File: src/rtl/note_duration_timer.sv
// note_duration_timer: note-length timer, done pulses every dur*clockSpeed clk cycles (optional DURATION_REMAIN_EN adds remaining output)
module note_duration_timer #(
   parameter int DUR_W   = 8,
   parameter int SPEED_W = 36
) (
   input  logic               clk,
   input  logic               reset_n,
   input  logic [DUR_W-1:0]   dur,
   input  logic [SPEED_W-1:0] clockSpeed,
   output logic               done
`ifdef DURATION_REMAIN_EN
   ,
   output logic [DUR_W-1:0]   remaining
`endif
);
   localparam logic [SPEED_W-1:0] S_ONE = 1;
   localparam logic [DUR_W-1:0]   D_ONE = 1;
   logic [DUR_W-1:0]   dur_q, cnt, cnt_d;
   logic [SPEED_W-1:0] speed_q, presc, presc_d;
   logic               hold, tick, wrap, done_d;
   // next-state: restart on any input change, hold at zero while idle, otherwise cascade prescaler into unit counter
   always_comb begin
      hold    = (dur != dur_q) || (clockSpeed != speed_q) || (dur_q == '0) || (speed_q == '0);
      tick    = presc == speed_q - S_ONE;
      wrap    = tick && (cnt == dur_q - D_ONE);
      presc_d = (hold || tick) ? '0 : presc + S_ONE;
      cnt_d   = (hold || wrap) ? '0 : tick ? cnt + D_ONE : cnt;
      done_d  = !hold && wrap;
   end
   // state registers; done comes straight from a flop so it cannot glitch
   always_ff @(posedge clk or negedge reset_n) begin
      if (!reset_n) begin
         dur_q   <= '0;
         speed_q <= '0;
         presc   <= '0;
         cnt     <= '0;
         done    <= 1'b0;
      end else begin
         dur_q   <= dur;
         speed_q <= clockSpeed;
         presc   <= presc_d;
         cnt     <= cnt_d;
         done    <= done_d;
      end
   end
`ifdef DURATION_REMAIN_EN
   // units left in the current note, computed from next-state values so it reads dur on the done cycle
   always_ff @(posedge clk or negedge reset_n) begin
      if (!reset_n) remaining <= '0;
      else remaining <= (dur == '0 || clockSpeed == '0) ? '0 : dur - cnt_d;
   end
`endif
endmodule

File: config.mk
export PLATFORM = sky130hd
export DESIGN_NAME = note_duration_timer
export DESIGN_NICKNAME = d
export VERILOG_FILES = /design/src/rtl/note_duration_timer.sv
export SDC_FILE = /design/constraint.sdc
export NUM_CORES = 1
export LEC_CHECK = 0
export BUFFER_PORTS_ARGS = -buffer_cell sky130_fd_sc_hd__buf_2
export CORE_MARGIN = 8
export CORE_UTILIZATION = 45
export CTS_BUF_LIST = sky130_fd_sc_hd__clkbuf_4 sky130_fd_sc_hd__clkbuf_8 sky130_fd_sc_hd__clkbuf_16
export CTS_CLUSTER_SIZE = 40
export DETAILED_ROUTE_END_ITERATION = 16
export PLACE_DENSITY_LB_ADDON = 0.15
export SYNTH_ARGS = -nofsm -noshare
export SYNTH_HDL_FRONTEND = slang
export SYNTH_SLANG_ARGS = --single-unit
File: constraint.sdc
create_clock -name clk -period 2.85 [get_ports clk]
set_input_delay 0.855 -clock clk [delete_from_list [all_inputs] [get_ports clk]]
set_output_delay 0.855 -clock clk [all_outputs]
set_load 0.01 [all_outputs]
After elaboration in Yosys (flattened, before gate mapping)
Cells that the tools add are included.
- bits in registers: 89
- bits of input ports: 46
- output and inout bits: 1
- logic and storage cells: 27
- $add $sub $neg: 4
- equal/unequal tests: 4
- muxes and demuxes: 3
- reduce and logical (&&, ||, !) cells: 11
- operator list (cell ; count):
    adder 36 x 1 -> 36 bit, second input constant ; 1
    == test 36 bit ; 1
    zero test 36 bit ; 1
    2-to-1 mux 36 bit ; 1
    != test 36 bit ; 1
    subtractor 36 x 1 -> 36 bit, second input constant ; 1
    2-to-1 mux 8 bit ; 2
    adder 8 x 1 -> 8 bit, second input constant ; 1
    == test 8 bit ; 1
    zero test 8 bit ; 1
    != test 8 bit ; 1
    subtractor 8 x 1 -> 8 bit, second input constant ; 1
    logical OR 1 bit ; 5
    logical AND 1 bit ; 2
    nonzero test 2 bit ; 1
    zero test 1 bit ; 1

Depth between registers and ports, before layout
Gate-level depths: netlist of run 1.
- depth in word-level cells: 6
- depth in mapped cells: 15
- depth with buffers taken out: 10

Least setup slack after synthesis of run 1
OpenSTA, ideal clock, no wires.
- path kind: reg-to-reg
- start: reg speed_q[0]
- end: reg presc[26]
- setup time: 145 ps
- data arrival time: 2581 ps
- data required time: 2705 ps
- slack: 124 ps
- cell stages (with the launch flop): 15
- buffers on the path: 5
- clock period less this slack: 2726 ps
- cells stage by stage: dfrtp_1 -> buf_2 -> inv_1 -> ha_1 -> clkbuf_1 -> nand4_1 -> nor4bb_1 -> a311oi_1 -> nor4_2 -> and4_1 -> buf_4 -> and3_4 -> buf_12 -> buf_12 -> nor3_2
- word-level cells in the longest chain between the ends: 6
- elaborated cells between the ends (all ways): 9
- those cells by class: add/sub (1); eq/ne (2); mux (1); reduce/logical (5)
- RTL lines (item ; line ; source):
    from (decl) ; 19 ; logic [SPEED_W-1:0] speed_q, presc, presc_d;
    from (signal assigned) ; 40 ; speed_q <= clockSpeed;
    branches (longest 4 deep; another with subtractor 36 x 1 -> 36 bit) ; -- ;
    logical OR 1 bit (*) ; 26 ; presc_d = (hold || tick) ? '0 : presc + S_ONE;
    2-to-1 mux 36 bit (*) ; 26 ;
    named net presc_d[26] ; 19 ;
    to (signal assigned) ; 41 ; presc <= presc_d;
    to (decl) ; 19 ;
Mark *: on every way through the listed nets, which the timed path passes.
A chain may end at the register's enable or synchronous reset.

Worst setup path after layout of run 1
- start: reg speed_q[3]
- end: reg presc[24]
Same word-level chain as after synthesis.

==> flow_summary.yaml, run 1 <==
synth:
  syn_area_per_cell_sq_um: 10.22
  yosysWarnings: 0
  syn-cell-area_sq_um: 5715
  synthTopCellsByCount: "dfrtp_1 (89), xor2_1 (86), xnor2_1 (52), nor3_2 (30), nor3_1 (29)"
  synth_top_area_cell: "dfrtp_1"
  netlist_top_cells_area: "dfrtp_1 (39%), xor2_1 (13%), xnor2_1 (8.0%)"
  yosysMostFrequentCell: "dfrtp_1"
  async_flop_share_pct: 100.0
  ys_seq_area_share_pct: 38.97
  ys.flop_type: "dfrtp_1"
  synthDistinctLibCells: 58
  synthDominantCellAreaShare_pct: 38.97
  synthCells: 559
  synth_edf_count: 0
  syn-num-nets: 610
  yosys_register_bits: 89
detailed_routing:
  dr.pass1.iters: 4
  drt_iter0_markers: 284
  postRouteAntennaNets: 0
  viasPerCell: 5.556
  route.vias.total: 4639
  drc: 0
  wl_per_cell_um: 19.26
  finalWirelength_mm: 16.08
final_layout:
  multi_input_area_sq_um: 3517
  finalNetCount: 709
  final-seq-area_sq_um: 2231
  antennaDiodeCount: 0
  layout-drive-gt1-share_pct: 30.62
  area_growth_pct: 24.91
  fillers: 1146
power:
  ir_worst_vdd_v: 0.0002587
  finalPower_mw: 2.896
  leakage_nw: 2.827
  switchingPower_mw: 0.7639
  seqPwrFrac_pct: 46.5
  power_switching_share_pct: 26.38
  power.internal_mw: 2.132
  p_per_area_nw_per_um2: 405.6
  clkPwrFrac_pct: 42.3
  pwr-share-comb_pct: 11.2
sta:
  fin_crit_ns: 2.852
  hold_violations: 0
  final-max-slew-violation-count: 0
  setup_violations: 1
  layout_setup_ws_ns: -0.002143
  max_freq_ghz: 0.3506
  skew_ns: 0.008580
  tightest_slew_ns: 0.5559
  post-route-period-util_pct: 100.1
  relSlewSlack_pct: 62.53
  rsz0062_at_grt: "yes"
global_routing:
  grtUsageTotal_pct: 19.69
  grt_antenna_before_repair: 0
  grt_pass1_wl_mm: 24.96
  overflow: 0
  grt_max_degree: 42
  grt_pass1_vias: 4665
clocking:
  clock_sinks: 89
  clk_path_buf_depth: 2
  postCtsHoldBufs: 0
  htree_num_levels: 3
  cts_root_buffer: "clkbuf_16"
  worstSkewPairLatency_ns: 0.36
  cts_tree: "done"
  cts_buffers: 9
  clk_pin_slew_ns: 0.07
place:
  gp_congestion: 0.8823
  io_buffer_count: 46
  place_hpwl_mm: 11.99
  place_ws_ns: -0.09149
floorplan:
  chipWidth_um: 128.7
  dieArea_sq_um: 16560
  die_height_um: 128.7
  start_util_pct: 45.66
  rows: 41
  core_area_sq_um: 12520
  io_pins: 47
setup_path:
  start_kind: "register"
  crit_fanout: 8
  worst-setup-path-type: "register to register"
  arrival_ns: 3.09
  required_ns: 3.09
  critPathCaptureType: "register"
run_status:
  status: "finished with violations"
  violations: "negative setup slack"
run:
  cap_violations: 0
worst_hold_path:
  hold_class: "input pin to async pin"
## cell families (layout without fill, tap and decap cells)
group	count (synthesis)	after routing	share of synthesized area [%]
AO/OA/AOI/OAI	48	48	6.173
AND/OR/NAND/NOR	246	246	28.55
adder cells (fa/ha/maj)	5	5	1.095
multiplexers	2	2	0.3503
buffers and inverters	31	135	3.722
XOR/XNOR	138	138	21.15
flip-flops	89	89	38.97
## sequential cells by signal, summed over array words and instances, names as in the netlist
name and cells:
cnt 8, speed_q 36, presc 36, dur_q 8
done 1
## critical path, cell delays in order (launching register included)
cell and delay [ns]:
dfrtp_1 0.42, nor4_4 0.30, clkbuf_16 0.19, buf_4 0.12
and4bb_2 0.29, mux2i_1 0.22, mux2i_1 0.09, o21ai_0 0.17
buf_4 0.16, and4_1 0.21, and3_4 0.32, clkbuf_16 0.19
nor3_2 0.05
## per-layer routing
layer,wire [um],GRT usage (%),up-vias
li1,-,-,2205
met1,7093,26.03,2294
met2,7639,30.73,116
met3,935,3.558,24
met4,411,9.053,0
met5,0,0,-
## final timing paths
path / slack (ns) / to / depth (start not counted) / startpoint
setup / recovery: -0.002 / presc[24]$_DFF_PN0_ / 12 / speed_q[3]$_DFF_PN0_
hold / removal: 0.48 / dur_q[3]$_DFF_PN0_ / 1 / reset_n
setup reg to reg: -0.002 / presc[24]$_DFF_PN0_ / 12 / speed_q[3]$_DFF_PN0_
hold reg to reg: 0.55 / presc[0]$_DFF_PN0_ / 1 / presc[0]$_DFF_PN0_
max in group asynchronous: 1.71 / speed_q[0]$_DFF_PN0_ / 2 / reset_n
min in group clk: 0.55 / presc[0]$_DFF_PN0_ / 1 / presc[0]$_DFF_PN0_
## layout by cell type (no fill, tap or decap), drive strengths merged, types with 16 or more instances in the layout
master / n
buf: 109
dfrtp: 89
xor2: 86
nor3: 60
xnor2: 52
nand2: 28
nor4: 26
nor2: 25
nand4: 25
nand3: 24
a21oi: 16
## repair_timing
item	4_1_cts	5_1_grt
setup endpoints to repair	41	43
buffers inserted	1	8
pin swaps	3	28
cloned	0	3
resized for setup	2	42
## power groups by stage
stage          Clock, mW  Combinational [mW]  Sequential [mW]
6_report            1.23               0.324             1.35
4_1_cts             1.25               0.310             1.34
3_3_place_gp           0               0.305             1.37
3_5_place_dp           0               0.308             1.37
2_1_floorplan          0               0.151             1.36
5_1_grt             1.30               0.355             1.35
## through the flow
stage	TNS [ns]	hold slack, ns	util (%)	instance area (sq um)	cells
global route	-4.493	0.5271	57.04	7139	835
floorplan	0	0.4968	-	5715	559
finish	-0.002143	0.4840	57.04	7139	835
global placement	-0.9835	0.5572	51.45	6440	807
CTS	0	0.5066	53.96	6754	824
detailed placement	-2.448	0.5404	51.45	6440	807
## final cells by class
| class | instances | area share (%) |
|---|---|---|
| inverter | 7 | 0.3680 |
| sequential | 89 | 31.25 |
| clock buffer | 10 | 3.260 |
| tap | 172 | 3.014 |
| timing repair buffer | 112 | 11.90 |
| multi-input combinational | 439 | 49.26 |
| clock inverter | 6 | 0.9464 |
Note: power is estimated with default switching activity, not from simulation.
==> inputs of run 2 (changes only) <==
- PLACE_DENSITY: default -> 0.65
- PLACE_DENSITY_LB_ADDON: 0.15 -> default
==> flow_summary.yaml, run 2 (synthesized netlist as in run 1, its figures left out) <==
run_status:
  status: "completed"
setup_path:
  crit_path_frequent_cell: "nor4_4"
  start_kind: "register"
  cp.depth: 9
  max_stage_delay_ns: 0.45
  crit_path_top_delay_cell: "dfrtp_2"
  arrival_ns: 3.04
  crit_chain: "nor4_4 -> nand4_4 -> nor4_4 -> xnor2_1 -> nor4_2 -> and4_1 -> and3_4 -> buf_4 -> nor3_1"
  reg2reg_depth: 9
  critPathCaptureType: "register"
  path_delay_family: "simple AND/OR/NAND/NOR gates"
  critPathBufInv: 1
  required_ns: 3.07
  worst-setup-path-type: "register to register"
  crit_fanout: 8
final_layout:
  final_area_sq_um: 7132
  layout.cells.non_filler: 839
  area_growth_pct: 24.78
  final-seq-area_sq_um: 2233
  final_common_cell: "xor2_1"
  multi_input_area_sq_um: 3486
  top_regs: "presc: 36 flops, speed_q: 36 flops"
  layout-drive-gt1-share_pct: 31.48
  fillers: 1120
  finalNetCount: 713
  antennaDiodeCount: 0
  final_cell_mix: "xor2_1 (86), dfrtp_1 (84), buf_4 (64)"
  post-route-util_pct: 56.98
floorplan:
  die_height_um: 128.7
  dieArea_sq_um: 16560
  start_util_pct: 45.66
  rows: 41
  core_area_sq_um: 12520
  chipWidth_um: 128.7
  io_pins: 47
clocking:
  cts_root_buffer: "clkbuf_16"
  clk_pin_slew_ns: 0.07
  postCtsHoldBufs: 0
  cts_tree: "done"
  clk_path_buf_depth: 2
  cts_buffers: 9
  clock_sinks: 89
  worstSkewPairLatency_ns: 0.34
  htree_num_levels: 3
place:
  place_ws_ns: -0.1563
  dp.cells: 809
  place_hpwl_mm: 12.04
  io_buffer_count: 46
  gp_congestion: 0.9431
  dpl_cell_area_sq_um: 6467
global_routing:
  grtUsageTotal_pct: 19.35
  grt_antenna_before_repair: 0
  overflow: 0
  grt_pass1_wl_mm: 25.01
  grt_pass1_vias: 4779
  grt_max_degree: 52
power:
  pwr-share-comb_pct: 10.8
  switchingPower_mw: 0.7341
  finalPower_mw: 2.970
  p_per_area_nw_per_um2: 416.4
  power_switching_share_pct: 24.72
  seqPwrFrac_pct: 45.4
  ir_worst_vdd_v: 0.0002722
  power.internal_mw: 2.236
  leakage_nw: 2.805
  clkPwrFrac_pct: 43.8
run:
  cap_violations: 0
sta:
  final-max-slew-violation-count: 0
  fin_crit_ns: 2.823
  layout_setup_ws_ns: 0.02658
  rsz0062_at_grt: "yes"
  post-route-period-util_pct: 99.07
  max_freq_ghz: 0.3542
  hold_violations: 0
  setup_violations: 0
  relSlewSlack_pct: 64.68
  setup_tns_ns: 0
  skew_ns: 0.006640
  tightest_slew_ns: 0.5298
  hold_ws_ns: 0.4885
detailed_routing:
  drt_iter0_markers: 369
  viasPerCell: 5.497
  dr.pass1.iters: 4
  drc: 0
  postRouteAntennaNets: 0
  route.vias.total: 4612
  finalWirelength_mm: 15.72
  wl_per_cell_um: 18.73
worst_hold_path:
  hold_class: "input pin to async pin"
## run 2: cell count changes in the layout (fill, tap and decap cells not counted), sizes merged
| cell | before | now |
|---|---|---|
| buf | 109 | 115 |
| clkbuf | 13 | 11 |
| bufinv | 1 | 2 |
| clkinvlp | 2 | 1 |
## run 2: power by group through the flow
stage                     Clock, mW  Combinational [mW]  Sequential [mW]
after floorplan                   0               0.151             1.36
final                          1.30               0.322             1.35
after CTS                      1.32               0.310             1.34
after global placement            0               0.303             1.36
after global routing           1.37               0.350             1.35
after detailed placement          0               0.307             1.37
## run 2: area by class of cell
class	instances	share of cell area [%]
multi-input combinational	439	48.88
sequential	89	31.32
timing repair buffer	116	11.81
clock buffer	10	3.351
tap	172	3.018
clock inverter	6	1.263
inverter	7	0.3684
## run 2: worst reg2reg max path: stages, from the launching register on
cell and delay, ns:
dfrtp_2 0.45, nor4_4 0.39, nand4_4 0.28, nor4_4 0.29, xnor2_1 0.13, nor4_2 0.34
and4_1 0.26, and3_4 0.30, buf_4 0.20, nor3_1 0.06
## run 2: what timing repair did
item	in CTS	in global routing
endpoints found under the setup margin	44	45
gates cloned	0	1
buffers inserted	0	13
pin swaps	2	16
resized for setup	6	34
## run 2: routing by layer
metal	GRT usage, %	routed length, um	vias to the layer above
met5	0	0	-
met4	9.191	427	0
met3	2.938	670	28
met2	30.94	7527	105
met1	25.20	7090	2269
li1	-	-	2210
## run 2: worst paths after layout
check	startpoint	endpoint	slack, ns
worst min-delay path	reset_n	speed_q[2]$_DFF_PN0_	0.49
min in group clk	cnt[6]$_DFFE_PN0P_	cnt[6]$_DFFE_PN0P_	0.58
worst max-delay path	speed_q[10]$_DFF_PN0_	presc[35]$_DFF_PN0_	0.03
max in group asynchronous	reset_n	speed_q[26]$_DFF_PN0_	1.70
worst max register to register	speed_q[10]$_DFF_PN0_	presc[35]$_DFF_PN0_	0.03
worst min register to register	cnt[6]$_DFFE_PN0P_	cnt[6]$_DFFE_PN0P_	0.58
